--- src/rtl/instr_fetch_pkg.sv ---
// Shared definitions for the instruction fetch unit: default geometry,
// instruction type codes carried in the top two bits of every word, and the
// fetch controller state encoding.
package instr_fetch_pkg;

   localparam int INSTR_WIDTH = 20;
   localparam int ADDR_BITS   = 5;

   // Instruction class, taken from the two most significant bits of a word.
   typedef enum logic [1:0] {
      ITYPE_HALT    = 2'b00,   // halt / nop
      ITYPE_STD_OP  = 2'b01,
      ITYPE_LOAD_R  = 2'b10,
      ITYPE_STORE_R = 2'b11
   } instr_type_e;

   typedef enum logic [1:0] {
      ST_IDLE  = 2'b00,
      ST_FETCH = 2'b01,
      ST_HOLD  = 2'b10,
      ST_HALT  = 2'b11
   } fetch_state_e;

   // Classify a word from its two type bits.
   function automatic instr_type_e instr_type(input logic [1:0] type_bits);
      return instr_type_e'(type_bits);
   endfunction

endpackage

--- src/rtl/instr_mem.sv ---
// Program store: 2^ADDR_BITS words, one write port and one synchronous read
// port. Read data appears the cycle after re_i is sampled and holds until the
// next read.
module instr_mem #(
   parameter int INSTR_WIDTH = 20,
   parameter int ADDR_BITS   = 5
) (
   input  logic                   clk,
   input  logic                   we_i,
   input  logic [ADDR_BITS-1:0]   waddr_i,
   input  logic [INSTR_WIDTH-1:0] wdata_i,
   input  logic                   re_i,
   input  logic [ADDR_BITS-1:0]   raddr_i,
   output logic [INSTR_WIDTH-1:0] rdata_o
);

   logic [INSTR_WIDTH-1:0] mem_q [0:(1<<ADDR_BITS)-1];
   logic [INSTR_WIDTH-1:0] rdata_q;

   // Write port and registered read port.
   // NOTE: sequential state uses <= so every register samples pre-edge values;
   // blocking = here would make read-after-write order depend on statement order.
   // NOTE: the storage array has no reset: a loaded program must survive rst,
   // and a resettable array could not map onto a RAM macro.
   always_ff @(posedge clk) begin
      if (we_i) begin
         mem_q[waddr_i] <= wdata_i;
      end
      if (re_i) begin
         rdata_q <= mem_q[raddr_i];
      end
   end

   assign rdata_o = rdata_q;

endmodule

--- src/rtl/instr_fetch.sv ---
// Instruction fetch unit: walks the program store from address 0, presents one
// word at a time to the control unit, and waits for advance before fetching
// the next (sequential or jump target). A word of type 00 stops the walk.
module instr_fetch #(
   parameter int INSTR_WIDTH = instr_fetch_pkg::INSTR_WIDTH,
   parameter int ADDR_BITS   = instr_fetch_pkg::ADDR_BITS
) (
   input  logic                   clk,
   input  logic                   rst,
   input  logic                   start,
   input  logic                   ld_en,
   input  logic [ADDR_BITS-1:0]   ld_addr,
   input  logic [INSTR_WIDTH-1:0] ld_data,
   input  logic                   advance,
   input  logic                   jump_en,
   input  logic [ADDR_BITS-1:0]   jump_addr,
   output logic [INSTR_WIDTH-1:0] instr,
   output logic                   instr_valid,
   output logic [ADDR_BITS-1:0]   pc,
   output logic                   halted
);

   import instr_fetch_pkg::*;

   fetch_state_e           state_q, state_d;
   logic [ADDR_BITS-1:0]   pc_q, pc_d;
   logic [INSTR_WIDTH-1:0] instr_q, instr_d;
   logic                   valid_q, valid_d;
   logic                   halted_q, halted_d;
   // Memory read data for pc_q is available this cycle.
   logic                   rd_ready_q, rd_ready_d;

   logic                   mem_we;
   logic                   mem_re;
   logic [ADDR_BITS-1:0]   mem_raddr;
   logic [INSTR_WIDTH-1:0] mem_rdata;

   instr_mem #(
      .INSTR_WIDTH (INSTR_WIDTH),
      .ADDR_BITS   (ADDR_BITS)
   ) u_mem (
      .clk     (clk),
      .we_i    (mem_we),
      .waddr_i (ld_addr),
      .wdata_i (ld_data),
      .re_i    (mem_re),
      .raddr_i (mem_raddr),
      .rdata_o (mem_rdata)
   );

   // Next-state, next-PC and memory port control.
   // Loads are only accepted while stopped, and reads are only issued while
   // running, so a write and a read never target the memory in the same cycle.
   // A cold start therefore reads from FETCH (one extra cycle), whereas an
   // advance issues the read for the next address on the same edge that
   // enters FETCH, giving one new word every other cycle under steady advance.
   always_comb begin
      // NOTE: every output of this block gets a default first; a path that
      // left one unassigned would infer a latch.
      state_d    = state_q;
      pc_d       = pc_q;
      instr_d    = instr_q;
      valid_d    = valid_q;
      halted_d   = halted_q;
      rd_ready_d = rd_ready_q;
      mem_we     = 1'b0;
      mem_re     = 1'b0;
      mem_raddr  = pc_q;

      unique case (state_q)
         ST_IDLE: begin
            mem_we = ld_en;
            if (start) begin
               state_d    = ST_FETCH;
               pc_d       = '0;
               rd_ready_d = 1'b0;
            end
         end

         ST_FETCH: begin
            if (rd_ready_q) begin
               instr_d    = mem_rdata;
               rd_ready_d = 1'b0;
               if (instr_type(mem_rdata[INSTR_WIDTH-1 -: 2]) == ITYPE_HALT) begin
                  state_d  = ST_HALT;
                  valid_d  = 1'b0;
                  halted_d = 1'b1;
               end else begin
                  state_d  = ST_HOLD;
                  valid_d  = 1'b1;
               end
            end else begin
               mem_re     = 1'b1;
               rd_ready_d = 1'b1;
            end
         end

         ST_HOLD: begin
            if (advance) begin
               pc_d       = jump_en ? jump_addr : pc_q + 1'b1;
               mem_re     = 1'b1;
               mem_raddr  = pc_d;
               rd_ready_d = 1'b1;
               valid_d    = 1'b0;
               state_d    = ST_FETCH;
            end
         end

         ST_HALT: begin
            mem_we = ld_en;
            if (start) begin
               state_d    = ST_FETCH;
               pc_d       = '0;
               halted_d   = 1'b0;
               rd_ready_d = 1'b0;
            end
         end

         default: begin
            state_d = ST_IDLE;
         end
      endcase
   end

   // State and output registers with synchronous reset; memory is untouched.
   always_ff @(posedge clk) begin
      if (rst) begin
         state_q    <= ST_IDLE;
         pc_q       <= '0;
         instr_q    <= '0;
         valid_q    <= 1'b0;
         halted_q   <= 1'b0;
         rd_ready_q <= 1'b0;
      end else begin
         state_q    <= state_d;
         pc_q       <= pc_d;
         instr_q    <= instr_d;
         valid_q    <= valid_d;
         halted_q   <= halted_d;
         rd_ready_q <= rd_ready_d;
      end
   end

   assign instr       = instr_q;
   assign instr_valid = valid_q;
   assign pc          = pc_q;
   assign halted      = halted_q;

endmodule

--- config.mk ---
export PLATFORM = sky130hd
export DESIGN_NAME = instr_fetch
export DESIGN_NICKNAME = d
export VERILOG_FILES = /design/src/rtl/instr_fetch_pkg.sv /design/src/rtl/instr_mem.sv /design/src/rtl/instr_fetch.sv
export SDC_FILE = /design/constraint.sdc
export NUM_CORES = 1
export LEC_CHECK = 0
export ABC_AREA = 1
export CAP_MARGIN = 15
export CORE_ASPECT_RATIO = 0.75
export CORE_MARGIN = 2
export CORE_UTILIZATION = 40
export CTS_CLUSTER_SIZE = 28
export DETAILED_ROUTE_END_ITERATION = 16
export GPL_ROUTABILITY_DRIVEN = 1
export HOLD_SLACK_MARGIN = 0.05
export PLACE_DENSITY = 0.65
export SLEW_MARGIN = 20
export SYNTH_ARGS = -nofsm -noshare
export SYNTH_HDL_FRONTEND = slang
export SYNTH_SLANG_ARGS = --single-unit
--- constraint.sdc ---
create_clock -name clk -period 3.3 [get_ports clk]
set_input_delay 0.495 -clock clk [delete_from_list [all_inputs] [get_ports clk]]
set_output_delay 0.495 -clock clk [all_outputs]
set_load 0.02 [all_outputs]
# After elaboration in Yosys (flattened, before gate mapping)
# Memory sizes are Yosys's and may differ from the RTL's. A register that Yosys moved wholly into a read port is not among the register bits.
# Index checks and enable logic that the tools add are counted.
# totals
elab_cells	54
rom_bits	0
mem_bits_rw	640
n_memories	1
register_bits	30
output_inout_bits	27
latch_bits	0
# mem_list
memory	words	width	rd	rd_clocked_by_memory_dff	write_ports	line	text
u_mem.mem_q	32	20	1	1	1	instr_mem.sv:17	logic [INSTR_WIDTH-1:0] mem_q [0:(1<<ADDR_BITS)-1];
# op_classes
eq_ne	8
shift	0
mux	26
add_sub_neg	1
mul	0
div	0
reduce_logical	12
bitwise_logic	0
n_lt_le_gt_ge	0
# ops
operator	count
$mux W5	4
$mux W1	13
$pmux W5 S2	1
$ne A2 B2 Y1 const B	4
$mux W2	3
$pmux W1 S2	3
$pmux W2 S3	1
$reduce_and A2 Y1	3
$reduce_and A3 Y1	2
$reduce_bool A2 Y1	3
$add A5 B1 Y5 const B	1
$eq A2 B2 Y1 const B	2
$logic_not A2 Y1	2
$reduce_and A4 Y1	1
$pmux W1 S3	1
$eq A2 B1 Y1 const B	1
$ne A2 B1 Y1 const B	1
$reduce_or A2 Y1	1

# Depth between registers and ports, before layout
# Gate-level depths: netlist of the first run.
# logic_depth
depth_word	5
mapped_depth	16
mapped_depth_nobuf	13

# Cells and area by module
# Synthesis of the first run repeated with hierarchy kept, for this count alone.
# unflattened
cells_unflattened	2425
hier_area_um2	28122.0
# by_module_without_submodules
mod	instances	seq_area_each_um2	area_per_inst_um2	cells_each
instr_mem	1	19819.0	26719.4	2230
instr_fetch	1	600.6	1402.6	195

# Least setup slack after synthesis of the first run
# No wires, ideal clock.
# synth_path
path_kind	register to register
start	register state_q[0]
end	memory u_mem.mem_q[0][0], enable pin
path_stages_with_launch	7
period_less_slack_ns	2.357
t_arrival_ns	1.960
n_path_buf	0
setup_ns	0.397
setup_slack_ns	0.943
cell_sequence	dfxtp_1 inv_1 ha_1 nand2_1 inv_1 nand3_1 nor2_1
# synth_between
elab_chain_len	5
# synth_lines
element	line	text
start, declared	instr_fetch.sv:25	fetch_state_e state_q, state_d;
start signal, assigned	instr_fetch.sv:135	state_q <= state_d;
$eq A2 B2 Y1 / $logic_not A2 Y1 (equally long branches)	instr_fetch.sv:70	unique case (state_q)
$reduce_or A2 Y1 (no source line) *	-	
$mux W1 *	instr_fetch.sv:70	
$mux W1 *	instr_mem.sv:26	if (we_i) begin
$mux W1 (implied by the code) *	instr_mem.sv:27	mem_q[waddr_i] <= wdata_i;
end, declared	instr_mem.sv:17	
# Every way passes the cells marked *; elsewhere a longest branch is shown, timed or not.

# Final worst setup path of the first run
# layout_path
start	register state_q[0]
end	register u_mem.rdata_q[18], in the netlist u_mem.rdata_o[18] (read register of u_mem.mem_q), data pin
# layout_between
elab_chain_len	2
# layout_lines
element	line	text
$eq A2 B2 Y1 / $eq A2 B1 Y1 (equally long branches)	instr_fetch.sv:70	
$pmux W1 S2 / $mux W5 (equally long branches)	instr_fetch.sv:70	
end, declared	instr_mem.sv:18	logic [INSTR_WIDTH-1:0] rdata_q;
# Parallel ways exist; a longest one is shown, timed or not.
# A chain may end at the register's enable or synchronous reset.

==> impl_metrics.json, run 1 <==
{
  "max_cap_violations": 0,
  "path_max_fanout": 59,
  "switchingPower_uw": 4600,
  "finalWirelength_mm": 82.4,
  "gp_congestion": 0.868,
  "critPathKind": "flop to flop",
  "vias_per_cell": 5.12,
  "coreArea_um2": 75300,
  "stdcell_count": 4150,
  "cts_resized": 0,
  "start_util_pct": 40.5,
  "hpwl_mm": 47.9,
  "io_pins": 63,
  "startpoint_type": "flop",
  "synth_area_leaders": "edfxtp_1 65%, nand3_1 13%, inv_1 7.7%",
  "synth_area_leader_cell": "edfxtp_1",
  "rsz0062_at_grt": "no",
  "grt_max_degree": 70,
  "cts_buffer_depth": 3,
  "cts-hold-fix-buffers": 0,
  "grt_pass1_vias": 20000,
  "clock_latency_ns": 0.61,
  "fp.dieW_um": 323,
  "power_density_nw_per_um2": 536,
  "fin_tns_setup_ns": 0,
  "cellLeakagePower_uw": 0.0145,
  "synth_edf_count": 660,
  "final_hold_viol_count": 0,
  "clk_pin_slew_ns": 0.06,
  "ys_warn_count": 0,
  "ys.flop_type": "edfxtp_1",
  "worst_pin_slew_ns": 0.990,
  "layout-drive-gt1-share_pct": 8.67,
  "required_ns": 3.63,
  "nets": 3124,
  "cp.arrival_ns": 3.37,
  "vias": 21200,
  "worst_path_max_delay_cell": "buf_4",
  "path_delay_family": "simple AND/OR/NAND/NOR gates",
  "clock-sinks": 690,
  "hold_class": "flop to flop",
  "die_y_um": 243,
  "pwr-share-clk_pct": 37.2,
  "grt_pass1_wl_mm": 124,
  "first_pass_iters": 5,
  "skew_ns": 0.0244,
  "vdd_drop_max_mv": 0.452,
  "synth_top_area_share_pct": 65.0,
  "switching_share_pct": 24.5,
  "path_cells": "inv_1 -> ha_1 -> nand2_2 -> inv_2 -> nand3_4 -> buf_12 -> buf_4 -> nand3_1 -> nand3_1 -> nand3_1 -> nand3_1 -> nand2_1 -> nand2_1 -> nand2_1",
  "io_buffer_count": 62,
  "synth_area_per_cell_um2": 10.2,
  "timing.slew.headroom_pct": 33.9,
  "period_share_pct": 92.1,
  "worstSetupEndpointType": "flop",
  "seqPwrFrac_pct": 52.0,
  "synth.net_count": 3016,
  "cts_buffers": 67,
  "routedWlPerCell_um": 19.9,
  "drc": 0,
  "status": "complete, no violations",
  "drt_iter0_drc": 2781,
  "ant_nets": 0,
  "setup_viol_count_final": 0,
  "multi_input_area_um2": 7010,
  "yosysMostFrequentCell": "nand3_1",
  "cts_setup_buffers": 0,
  "rows": 87,
  "die_area_um2": 78500,
  "cp_slowest_stage_delay_ns": 0.37,
  "intPower_uw": 14200,
  "area_delta_synth_final_pct": 14.8,
  "async_flop_share_pct": 0,
  "synth-seq-cells": 690,
  "min_period_ns": 3.04,
  "netlist_instances": 2976,
  "crit_path_frequent_cell": "nand3_1",
  "grt-ovfl-total": 0,
  "combPwrFrac_pct": 10.7,
  "h-tree-depth": 3,
  "path_buf_inv": 4,
  "grt_util_all_layers_pct": 21.1,
  "synth_common_cells": "780 x nand3_1, 660 x edfxtp_1, 627 x inv_1, 567 x nand2_1, 102 x buf_2",
  "grt_antenna_before_repair": 1,
  "clockRootBuffer": "clkbuf_16",
  "ys_types": 28,
  "netlist_area_um2": 30500,
  "tritoncts": "done",
  "layout.area.seq_um2": 20400,
  "fmax_mhz": 329,
  "ys_seq_area_share_pct": 67.0,
  "slew_viol_final": 0,
  "nFillCells": 6930,
  "dp.cells": 4038
}
## layout make-up
class | count | share of cell area (%)
Sequential cell | 690 | 58.3
Multi-Input combinational cell | 1488 | 20.0
Inverter | 632 | 6.79
Timing Repair Buffer | 205 | 5.77
Clock buffer | 89 | 5.05
Tap cell | 1023 | 3.66
Clock inverter | 22 | 0.379
Antenna cell | 1 | 0.00715
## worst register-to-register path, stage by stage (launching register included)
cell and delay, ns:
dfxtp_1 0.36, inv_1 0.07, ha_1 0.32, nand2_2 0.22, inv_2 0.10, nand3_4 0.12
buf_12 0.33, buf_4 0.39, nand3_1 0.12, nand3_1 0.13, nand3_1 0.09, nand3_1 0.15
nand2_1 0.06, nand2_1 0.19, nand2_1 0.12
## state kept, by name, indices dropped and copies added (netlist names)
register and flops:
halted 1, instr 20, instr_valid 1, pc 5
rd_ready_q 1, state_q 2, u_mem.mem_q 640, u_mem.rdata_o 20
## placed cells by master, fill, tap and decap left out, types with 3 or more instances in the layout
cell             synthesis  routed
a211oi_1                 4       4
a21oi_1                 27      26
buf_12                   0      26
buf_4                   11     117
clkbuf_1                36      21
clkbuf_16                0      67
clkdlybuf4s50_1          0      62
clkinv_1                 0      13
clkinv_2                 0       5
dfxtp_1                 30      30
edfxtp_1               660     660
ha_1                     4       4
inv_1                  627     626
inv_2                    5       4
inv_6                    0       4
nand2_1                567     564
nand2_2                  4       4
nand2_4                  2       3
nand3_1                780     780
nand3b_1                40      40
nand4_1                  3       3
nor2_1                  44      12
nor2_2                   0      32
o211ai_1                 3       3
## through the flow
stage               util (%)  total power, uW  instance area (um^2)  hold WS (ns)  worst slack, ns
global route            46.5            19400                 35000         0.483           0.0382
CTS                     46.5            18900                 35000         0.463            0.298
detailed placement      44.0            11900                 33100         0.455           0.0412
floorplan                  -            11100                 30500         0.472            0.943
global placement        44.0            11900                 33100         0.453           0.0525
finish                  46.5            18800                 35000         0.464            0.260
## layer usage
metal | GRT usage [%] | vias to the layer above | routed length (um)
li1 | - | 9991 | -
met1 | 31.6 | 10200 | 37000
met2 | 29.3 | 961 | 33600
met3 | 6.59 | 121 | 10100
met4 | 5.61 | 0 | 1710
met5 | 0 | - | 0
## power by group through the flow
| stage | sequential (uW) | combinational, uW | clock [uW] |
|---|---|---|---|
| after global placement | 9950 | 1980 | 0 |
| after detailed placement | 9950 | 1990 | 0 |
| after global routing | 9770 | 2200 | 7450 |
| after floorplan | 9960 | 1120 | 0 |
| final | 9770 | 2020 | 6990 |
| after CTS | 9770 | 2000 | 7120 |
## logic make-up (layout without fill, tap and decap cells)
group	Yosys count	after routing	share of synthesized area (%)
flip-flops	690	690	67.0
other	0	1	0
AND/OR/NAND/NOR	1444	1444	21.6
XOR/XNOR	1	1	0.0287
buffers and inverters	798	948	10.5
adder cells (fa/ha/maj)	4	4	0.164
AO/OA/AOI/OAI	39	39	0.726
## final timing paths
kind / start / to / slack [ns] / cells after the start
max: state_q[0] / u_mem.rdata_o[18] / 0.26 / 14
min: halted / halted / 0.46 / 2
max reg2reg: state_q[0] / u_mem.rdata_o[18] / 0.26 / 14
min reg2reg: halted / halted / 0.46 / 2
Power figures use the tool's default switching activity.
==> inputs of run 2 (changes only) <==
Settings changed: PLACE_DENSITY 0.65 to 0.67.
Clock period 3.3 ns to 2.5 ns, I/O delays scaled along.
==> impl_metrics.json, run 2 (same netlist as run 1, synthesis figures left out) <==
{
  "status": "complete, no violations",
  "final_common_cell": "nand3_1",
  "regToRegSetupSlack_ns": 0.04,
  "cellLeakagePower_uw": 0.0154,
  "holdPathEnd": "instr[8]",
  "preCtsSetupSlack_ns": -0.402,
  "min_period_ns": 2.46,
  "finalWirelength_mm": 86.9,
  "fin_tns_setup_ns": 0,
  "hold_class": "flop to flop",
  "holdCritStartpoint": "instr[8]",
  "start_util_pct": 40.5,
  "num_antenna_cells": 0,
  "first_pass_iters": 6,
  "grt.met2_usage_pct": 30.6,
  "h-tree-depth": 3,
  "cts_buffers": 66,
  "clock_latency_ns": 0.62,
  "rows": 87,
  "hpwl_mm": 54.3,
  "ant_nets": 0,
  "hold_ws_ns": 0.466,
  "finalWorstSetupSlack_ns": 0.0401,
  "clock-sinks": 690,
  "rsz0062_at_grt": "yes",
  "cts-hold-fix-buffers": 0,
  "die_y_um": 243,
  "coreArea_um2": 75300,
  "area_delta_synth_final_pct": 20.4,
  "drt_iter0_drc": 2998,
  "fmax_mhz": 407,
  "die_area_um2": 78500,
  "clk_pin_slew_ns": 0.06,
  "vias_per_cell": 5.14,
  "startpoint_type": "flop",
  "period_share_pct": 98.4,
  "drc": 0,
  "power_density_nw_per_um2": 706,
  "vias": 22000,
  "mostFrequentLayoutCells": "779 x nand3_1, 660 x edfxtp_1, 627 x inv_1",
  "worst_pin_slew_ns": 0.717,
  "grt_util_all_layers_pct": 21.8,
  "grt-ovfl-total": 0,
  "stdcell_count": 4278,
  "skew_ns": 0.0249,
  "io_pins": 63,
  "dp.cells": 4145,
  "routedWlPerCell_um": 20.3,
  "setup_viol_count_final": 0,
  "final_hold_viol_count": 0,
  "required_ns": 2.87,
  "r2r-end": "u_mem.rdata_o[18]",
  "clockRootBuffer": "clkbuf_16",
  "worstSetupEndpointType": "flop",
  "cp.arrival_ns": 2.83,
  "grt_pass1_wl_mm": 129,
  "grt_pass1_vias": 21100,
  "timing.slew.headroom_pct": 52.1,
  "use_met1_pct": 32.1,
  "max_cap_violations": 0,
  "met3_usage_pct": 7.67,
  "largest_reg_flops": 640,
  "gp_congestion": 0.856,
  "nets": 3244,
  "critPathKind": "flop to flop",
  "path_max_fanout": 16,
  "top_usage_layer": "met1",
  "tritoncts": "done",
  "slew_viol_final": 0,
  "cts_buffer_depth": 3,
  "fp.dieW_um": 323,
  "vdd_drop_max_mv": 0.486,
  "grt_antenna_before_repair": 2,
  "worstRegToRegCells": 15,
  "r2r-start": "state_q[0]",
  "top_register": "u_mem.mem_q",
  "grt_max_degree": 42,
  "io_buffer_count": 62,
  "layout-drive-gt1-share_pct": 12.7,
  "hold_depth": 2
}
==> run 2: cell types whose count changed in the layout (fill, tap and decap cells not counted), sizes merged <==
cell    before  now
diode        1    0
bufinv       1    4
clkinv      18   22
clkbuf      89   93
nand2      573  574
buf        143  258
inv        634  636
==> run 2: where the power goes <==
group          switching, uW  internal (uW)
registers                103          12800
clock network           4370           5490
logic                   1990           1120
total                   6460          19400
==> run 2: worst max path at each step <==
| stage | startpoint | to | slack (ns) |
|---|---|---|---|
| detailed placement | advance | u_mem.rdata_o[18] | -0.40 |
| floorplan | state_q[0] | u_mem.mem_q[0][0] | 0.14 |
| CTS | state_q[1] | u_mem.rdata_o[18] | 0.02 |
| global placement | advance | u_mem.rdata_o[18] | -0.45 |
| global route | state_q[1] | u_mem.rdata_o[18] | -0.06 |
| finish | state_q[0] | u_mem.rdata_o[18] | 0.04 |
==> run 2: layout make-up <==
class                   count  area, um^2
well taps                1023        1280
flip-flops and latches    690       20400
inverters                 632        2380
clock inverters            31         284
repair buffers            325        3490
fillers                  6808       38600
multi-input cells        1489        7060
clock buffers              88        1790
==> run 2: timing repair <==
item	CTS	global route
setup endpoints to repair	1	15
pin swaps	0	2
resized for setup	1	39
setup buffers	0	8
cloned	0	6
==> run 2: through the flow <==
| step | util [%] | area, um^2 | total power [uW] |
|---|---|---|---|
| after floorplan | - | 30500 | 14600 |
| after global placement | 45.5 | 34200 | 16000 |
| after detailed placement | 45.5 | 34200 | 16100 |
| after CTS | 48.2 | 36300 | 25800 |
| after global routing | 48.7 | 36700 | 26700 |
| final | 48.7 | 36700 | 25900 |
==> run 2: worst max-delay path, stage by stage (launching register included) <==
cell and delay, ns:
dfxtp_1 0.33, inv_1 0.06, ha_1 0.21, nand2_2 0.11
buf_4 0.14, nand2_4 0.11, nand2_8 0.21, buf_16 0.19
buf_4 0.15, nand2_1 0.05, nand3_1 0.09, nand3_1 0.09
nand3_1 0.09, nand2_1 0.15, nand2_2 0.13, nand2_1 0.06
==> run 2: routing by layer <==
| layer | part of all wire (%) | routed length [um] | up-vias |
|---|---|---|---|
| met5 | 0.032 | 28 | - |
| met4 | 1.9 | 1640 | 4 |
| met3 | 13 | 11400 | 136 |
| met2 | 41 | 36000 | 1138 |
| met1 | 43 | 37800 | 10400 |
| li1 | - | - | 10200 |
